`config.mk`:
```
export PLATFORM = sky130hd
export DESIGN_NAME = tetris_ctrl
export DESIGN_NICKNAME = d
export VERILOG_FILES = /design/src/rtl/tetris_ctrl.sv
export SDC_FILE = /design/constraint.sdc
export NUM_CORES = 1
export LEC_CHECK = 0
export CAP_MARGIN = 30
export CORE_MARGIN = 2
export CORE_UTILIZATION = 57
export DETAILED_ROUTE_END_ITERATION = 10
export PLACE_DENSITY = 0.85
export SKIP_LAST_GASP = 1
export SYNTH_ARGS = -nofsm -noshare
export SYNTH_HDL_FRONTEND = slang
export SYNTH_SLANG_ARGS = --single-unit
```
`constraint.sdc`:
```
create_clock -name clka -period 3.1 [get_ports clka]
set_input_delay 0.93 -clock clka [delete_from_list [all_inputs] [get_ports clka]]
set_output_delay 0.93 -clock clka [all_outputs]
set_load 0.02 [all_outputs]
```
`src/rtl/tetris_ctrl.sv`:
```
`default_nettype none
// ============================================================================
// tetris_ctrl : game sequencer driving the Tetris datapath state/move/strobes.
// Optional feature macro: LEVEL_SPEEDUP_EN (gravity interval shrinks with lines)
// Revision 1.0
// ============================================================================
module tetris_ctrl #(
  parameter int DROP_TICKS   = 16,
  parameter int CLEAR_CYCLES = 2
) (
  input  logic       clka,
  input  logic       restart,
  input  logic       btn_left,
  input  logic       btn_right,
  input  logic       btn_rotate,
  input  logic       touched,
  input  logic       error_out,
  input  logic [2:0] rows_cleared,
  output logic [2:0] state,
  output logic [1:0] move,
  output logic       piece_we,
  output logic       board_we,
  output logic [7:0] lines
);

  typedef enum logic [2:0] {
    ST_GEN      = 3'b000,
    ST_MOVE     = 3'b001,
    ST_LAND     = 3'b010,
    ST_CLEAR    = 3'b011,
    ST_NEWBOARD = 3'b100,
    ST_GAMEOVER = 3'b101
  } state_e;

  localparam logic [1:0] MV_LEFT    = 2'd0;
  localparam logic [1:0] MV_RIGHT   = 2'd1;
  localparam logic [1:0] MV_ROTATE  = 2'd2;
  localparam logic [1:0] MV_NONE    = 2'd3;
  localparam logic [3:0] CLEAR_LAST = 4'(CLEAR_CYCLES - 1);
  localparam logic [7:0] DROP_W     = 8'(DROP_TICKS);

  state_e     state_q, state_d;
  logic [1:0] move_q, move_d;
  logic       piece_we_q, piece_we_d;
  logic       board_we_q, board_we_d;
  logic [7:0] lines_q, lines_d;
  logic [7:0] grav_q, grav_d;
  logic [2:0] pend_q, pend_d;
  logic [2:0] btn_q;
  logic [3:0] phase_q, phase_d;

  logic [2:0] btn_now;
  logic [2:0] btn_edge;
  logic [8:0] lines_sum;
  logic [7:0] interval;
  logic       drop_tick;

  assign btn_now   = {btn_rotate, btn_right, btn_left};
  assign btn_edge  = btn_now & ~btn_q;
  assign lines_sum = {1'b0, lines_q} + {6'd0, rows_cleared};

`ifdef LEVEL_SPEEDUP_EN
  logic [7:0] interval_q, interval_d;
  logic [1:0] level;

  assign level      = (lines_q[7:2] > 6'd3) ? 2'd3 : lines_q[3:2];
  // Latched at GEN so the speed never changes under a falling piece.
  assign interval_d = (state_q == ST_GEN) ? (DROP_W >> level) : interval_q;
  assign interval   = interval_q;

  always_ff @(posedge clka) begin
    if (restart) interval_q <= DROP_W;
    else         interval_q <= interval_d;
  end
`else
  assign interval = DROP_W;
`endif

  assign drop_tick = (grav_q == interval - 8'd1);

  // Strobes are the registered action of the current state, so they show up
  // one cycle after the state that issued them.
  always_comb begin
    state_d    = state_q;
    move_d     = MV_NONE;
    piece_we_d = 1'b0;
    board_we_d = 1'b0;
    lines_d    = lines_q;
    grav_d     = grav_q;
    pend_d     = pend_q;

    case (state_q)
      ST_NEWBOARD: begin
        board_we_d = 1'b1;
        state_d    = ST_GEN;
      end
      ST_GEN: begin
        piece_we_d = 1'b1;
        grav_d     = '0;
        pend_d     = '0;
        state_d    = error_out ? ST_GAMEOVER : ST_MOVE;
      end
      ST_MOVE: begin
        pend_d = pend_q | btn_edge;
        grav_d = drop_tick ? 8'd0 : grav_q + 8'd1;
        if (touched) begin
          state_d = ST_LAND;
          pend_d  = '0;
        end else if (drop_tick) begin
          piece_we_d = 1'b1;
        end else if (pend_q[0]) begin
          move_d     = MV_LEFT;
          piece_we_d = 1'b1;
          pend_d[0]  = btn_edge[0];
        end else if (pend_q[1]) begin
          move_d     = MV_RIGHT;
          piece_we_d = 1'b1;
          pend_d[1]  = btn_edge[1];
        end else if (pend_q[2]) begin
          move_d     = MV_ROTATE;
          piece_we_d = 1'b1;
          pend_d[2]  = btn_edge[2];
        end
      end
      ST_LAND: begin
        board_we_d = 1'b1;
        state_d    = ST_CLEAR;
      end
      ST_CLEAR: begin
        board_we_d = 1'b1;
        if (phase_q == 4'd0) lines_d = lines_sum[8] ? 8'hFF : lines_sum[7:0];
        if (phase_q == CLEAR_LAST) state_d = ST_GEN;
      end
      ST_GAMEOVER: begin
        board_we_d = (phase_q == 4'd0);
      end
      default: begin
        state_d = ST_NEWBOARD;
      end
    endcase

    // Cycles spent in the current state, saturating; zero on the entry cycle.
    if (state_d != state_q)    phase_d = 4'd0;
    else if (phase_q == 4'hF)  phase_d = phase_q;
    else                       phase_d = phase_q + 4'd1;
  end

  always_ff @(posedge clka) begin
    if (restart) begin
      state_q    <= ST_NEWBOARD;
      move_q     <= MV_NONE;
      piece_we_q <= 1'b0;
      board_we_q <= 1'b0;
      lines_q    <= 8'd0;
      grav_q     <= 8'd0;
      pend_q     <= 3'd0;
      btn_q      <= 3'd0;
      phase_q    <= 4'd0;
    end else begin
      state_q    <= state_d;
      move_q     <= move_d;
      piece_we_q <= piece_we_d;
      board_we_q <= board_we_d;
      lines_q    <= lines_d;
      grav_q     <= grav_d;
      pend_q     <= pend_d;
      btn_q      <= btn_now;
      phase_q    <= phase_d;
    end
  end

  assign state    = state_q;
  assign move     = move_q;
  assign piece_we = piece_we_q;
  assign board_we = board_we_q;
  assign lines    = lines_q;

endmodule
`default_nettype wire

```
==> results of run 1 <==
[worst paths after layout]
| path | cells after the start | startpoint | slack [ps] | endpoint |
|---|---|---|---|---|
| min | 2 | grav_q[1] | 500 | grav_q[1] |
| max reg2reg | 6 | phase_q[0] | 1170 | lines[1] |
| min reg2reg | 2 | grav_q[1] | 500 | grav_q[1] |
| max | 8 | rows_cleared[0] | 600 | lines[6] |
[through the flow]
stage / power [uW] / worst slack (ps) / std cells / hold slack [ps]
3_3_place_gp: 557 / 333 / 239 / 466
3_5_place_dp: 561 / 240 / 239 / 484
4_1_cts: 782 / 611 / 247 / 499
2_1_floorplan: 518 / 846 / 190 / 458
5_1_grt: 816 / 498 / 247 / 522
6_report: 780 / 596 / 247 / 502
[metal layers]
metal  vias up  part of all wire  track usage
li1        741                 -            -
met1       669              0.46        0.273
met2        31              0.48        0.386
met3         9             0.039       0.0848
met4         0             0.024       0.0897
met5         -                 0            0
[worst min-delay path, stage by stage (launching register included)]
cell and delay [ps]:
dfxtp_1 350, nand2_1 60, a21oi_1 50
[synthesized netlist by cell type, drive strengths merged (4+ instances only)]
cell | count | share of area
a211oi | 6 | 0.030
a21oi | 17 | 0.052
a31oi | 9 | 0.034
buf | 5 | 0.017
clkbuf | 4 | 0.0091
dfxtp | 33 | 0.40
ha | 7 | 0.053
inv | 10 | 0.023
nand2 | 10 | 0.023
nand3 | 10 | 0.030
nor2 | 14 | 0.033
nor2b | 9 | 0.034
nor3 | 4 | 0.012
o21ai | 7 | 0.021
[layout make-up]
class | count | share of cell area
multi-input cells | 138 | 0.462
flip-flops and latches | 33 | 0.338
repair buffers | 27 | 0.134
clock buffers | 6 | 0.0211
well taps | 31 | 0.0198
inverters | 10 | 0.0192
clock inverters | 2 | 0.00512
[where the power goes]
group          switching [uW]  total, uW  internal (uW)
combinational            60.0        108           48.0
sequential               9.74        445            435
clock                     141        227           86.2
[flip-flops by register name (all words and copies together) (netlist names)]
name      flops
btn_q         3
board_we      1
phase_q       4
grav_q        8
pend_q        3
lines         8
state         3
move          2
piece_we      1
[cells by family after synthesis]
family / after synthesis / synth area share
adder cells (fa/ha/maj): 8 / 0.0654
AND/OR/NAND/NOR: 74 / 0.251
buffers and inverters: 19 / 0.0494
XOR/XNOR: 3 / 0.0160
flip-flops: 33 / 0.402
AO/OA/AOI/OAI: 48 / 0.185
multiplexers: 5 / 0.0319
==> results.toml, run 1 <==
[status]
status = "complete, no violations"

[worst_setup_path]
cp.required_ps = 3340
crit_type = "in -> reg"
critPathSlowestCell = "clkdlybuf4s50_1"
worst_setup_path_start_kind = "input port"
crit_path_end_kind = "flip-flop"
crit_path_max_fanout = 3
critPathMaxStageDelay_ps = 470
cp_num_buf_inv = 2
cp_top_family = "adder cells"
cp_cell_sequence = "clkdlybuf4s50_1 > ha_1 > inv_1 > fa_1 > nor2b_1 > or2_2 > nand4_1 > mux2_2"
arrival_ps = 2740

[place]
place.gp.congestion = 0.843
hpwl_um = 2620
numPortBuffers = 24
placedInstanceArea_um2 = 1900

[synthesis]
syn_nets = 208
netlist_area_um2 = 1650
synth-edff-count = 0
syn_avg_cell_area_um2 = 8.66
ys.flop_type = "dfxtp_1"
yosysSeqAreaShare = 0.402
synth.distinct_cells = 45
ys_ff_latch = 33
synthArstFlopShare = 0
synth_warnings = 0
syn_inst = 190

[timing]
slew_headroom = 0.614
fin_setup_tns_ps = 0
rsz0062_at_grt = "false"
worst_pin_slew_ps = 574
finalClockSkew_ps = 9.29
finalHoldViolCount = 0
finalCritPeriodShare = 0.808
fmax_mhz = 399
setup_viol = 0
slew_viol_final = 0
period_minus_slack_ps = 2500

[cells_and_area]
multi_input_area_um2 = 903
layout-drive-gt1-share = 0.0787
nFillCells = 227
fin_area_um2 = 1950
final_common_cell = "dfxtp_1"
final_nets = 233
seq_area_um2 = 661
diodes = 0
area_growth_pct = 18.8
post-route-util = 0.709
layout_common_cells = "33 x dfxtp_1, 24 x clkdlybuf4s50_1, 17 x a21oi_1, 13 x nor2_1"

[global_routing]
grt_max_degree = 18
grt_usage = 0.232
antenna_found_initial = 0
grt_pass1_wl_um = 5910
grt_remaining_overflow = 0
grt_pass1_vias = 1360

[route]
drt_wl_total_um = 3520
num_vias = 1450
vias_per_cell = 5.87
wl_per_cell_um = 14.3
drt_iter0_drc = 72
first_pass_iters = 4
drc = 0
drt.antenna.violating_nets = 0

[floorplanning]
die_w_um = 57.7
start_util = 0.597
die_h_um = 57.7
io_pins = 25
row_count = 19
fp.coreArea_um2 = 2760
die_area_um2 = 3330

[power]
ir_drop_v = 0.000437
power.density_nw_per_um2 = 399
leakage_uw = 0.000704

[clocking]
worst_skew_pair.late_latency_ps = 340
clk_pin_slew_worst_paths_ps = 100
htreeDepth = 2
cts.sinks = 33
cts_tree = "done"
hold_buffers = 0
cts_resized = 0
clock_path_buffers = 2
cts_buffers = 5
postCtsSetupBuffers = 0
cts-root-buf = "clkbuf_4"

[min_path]
hold_path.class = "reg -> reg"

[job]
max_cap_violations = 0
Note: power is estimated with default switching activity, not from simulation.
==> run 2: changes to the inputs <==
--- a/config.mk
+++ b/config.mk
@@ -7,9 +7,9 @@
 export LEC_CHECK = 0
 export CAP_MARGIN = 30
 export CORE_MARGIN = 2
-export CORE_UTILIZATION = 57
+export CORE_UTILIZATION = 48
 export DETAILED_ROUTE_END_ITERATION = 10
-export PLACE_DENSITY = 0.85
+export PLACE_DENSITY = 0.76
 export SKIP_LAST_GASP = 1
 export SYNTH_ARGS = -nofsm -noshare
 export SYNTH_HDL_FRONTEND = slang
==> constraint.sdc (replaced) <==
create_clock -name clka -period 2.3 [get_ports clka]
set_input_delay 0.69 -clock clka [delete_from_list [all_inputs] [get_ports clka]]
set_output_delay 0.69 -clock clka [all_outputs]
set_load 0.02 [all_outputs]
==> run 2 against run 1 <==
- die area increased by 17%
- clock skew decreased by 3.2 ps
- clock power increased by 63%
- design area increased by 2.5%
- sequential power increased by 35%
- non-clock buffer count increased by 1
==> results.toml, run 2 (same netlist as run 1, synthesis figures left out) <==
[status]
status = "complete, no violations"

[power]
power.density_nw_per_um2 = 557
leakage_uw = 0.000720
ir_drop_v = 0.000251

[worst_setup_path]
cp_cell_sequence = "clkdlybuf4s50_1"
crit_path_end_kind = "primary output"
cp_top_family = "buffers and inverters"
critPathSlowestCell = "clkdlybuf4s50_1"
cp.required_ps = 1610
cp_num_buf_inv = 1
crit_type = "reg -> out"
arrival_ps = 1490
critPathMaxStageDelay_ps = 660
crit_path_max_fanout = 9
worst_setup_path_start_kind = "flip-flop"

[floorplanning]
die_h_um = 62.5
die_area_um2 = 3910
die_w_um = 62.5
io_pins = 25
row_count = 21
fp.coreArea_um2 = 3310
start_util = 0.497

[timing]
rsz0062_at_grt = "false"
worst_pin_slew_ps = 571
period_minus_slack_ps = 2180
slew_viol_final = 0
finalCritPeriodShare = 0.950
finalHoldViolCount = 0
fmax_mhz = 458
setup_viol = 0
slew_headroom = 0.616
layout_setup_ws_ps = 115
finalClockSkew_ps = 6.12

[route]
vias_per_cell = 5.55
drt_iter0_drc = 99
wl_met1_um = 1610
drt_wl_total_um = 3620
num_vias = 1459
top_layer = "met4"
wl_per_cell_um = 13.8
first_pass_iters = 4
drt.antenna.violating_nets = 0
wl_met2_um = 1780
wl_met3_um = 162
drc = 0

[cells_and_area]
area_growth_pct = 21.7
nFillCells = 299
final_common_cell = "dfxtp_1"
post-route-util = 0.605
layout-drive-gt1-share = 0.0968
diodes = 0
final_nets = 234
layout_common_cells = "32 x dfxtp_1, 24 x clkdlybuf4s50_1, 17 x a21oi_1, 13 x nor2_1"
fin_area_um2 = 2000

[clocking]
cts.sinks = 33
worst_skew_pair.late_latency_ps = 350
clk_pin_slew_worst_paths_ps = 100
htreeDepth = 2
clock_path_buffers = 2
cts-root-buf = "clkbuf_4"
cts_tree = "done"
cts_buffers = 5

[place]
hpwl_um = 2620
place.gp.congestion = 0.848
numPortBuffers = 24
pre_cts_ws_ps = -311
placedInstanceArea_um2 = 1930

[global_routing]
grt_usage = 0.197
antenna_found_initial = 0
grt_pass1_wl_um = 6030
grt_max_degree = 21
grt_pass1_vias = 1429
grt_remaining_overflow = 0

[job]
max_cap_violations = 0

[min_path]
hold_path.class = "reg -> reg"
==> run 2: changes by cell type in the layout (fill, tap and decap cells not counted) <==
cell,before,now
clkbuf_1,1,0
clkinv_2,2,1
fa_1,1,0
clkbuf_8,0,2
dfxtp_2,0,1
fa_2,0,1
dfxtp_1,33,32
buf_4,3,4
==> run 2: power by group <==
part,internal (uW),leakage (uW),switching [uW]
clock,177,0.0000413,194
combinational,64.7,0.000410,80.7
sequential,586,0.000268,14.0
total,828,0.000720,288
==> run 2: timing repair <==
action	4_1_cts	5_1_grt
gates resized for setup	0	2
setup buffers	0	0
endpoints found under the setup margin	0	4
hold buffers	0	0
==> run 2: final cells by class <==
type | instances | area [um2] | area share
tap | 46 | 57.6 | 0.0287
clock inverter | 1 | 5.00 | 0.00250
clock buffer | 7 | 65.1 | 0.0325
multi-input combinational | 138 | 906 | 0.452
timing repair buffer | 28 | 270 | 0.135
sequential | 33 | 662 | 0.330
inverter | 10 | 37.5 | 0.0187
==> run 2: path summary, 6_finish.rpt <==
check / slack (ps) / startpoint / end / cells after the start
worst max-delay path: 120 / state[2] / state[2] / 1
worst min-delay path: 490 / lines[7] / lines[7] / 2
worst max register to register: 350 / phase_q[1] / lines[5] / 6
worst min register to register: 490 / lines[7] / lines[7] / 2
==> run 2: routing by layer <==
| metal | global-route usage | vias up |
|---|---|---|
| li1 | - | 743 |
| met1 | 0.215 | 673 |
| met2 | 0.337 | 36 |
| met3 | 0.0649 | 7 |
| met4 | 0.103 | 0 |
| met5 | 0 | - |
==> run 2: through the flow <==
stage / instances / hold slack [ps] / power, uW / TNS, ps
2_1_floorplan: 190 / 458 / 699 / 0
3_3_place_gp: 255 / 469 / 751 / -1350
3_5_place_dp: 255 / 470 / 758 / -1930
4_1_cts: 263 / 486 / 1130 / 0
5_1_grt: 263 / 520 / 1170 / 0
6_report: 263 / 489 / 1120 / 0
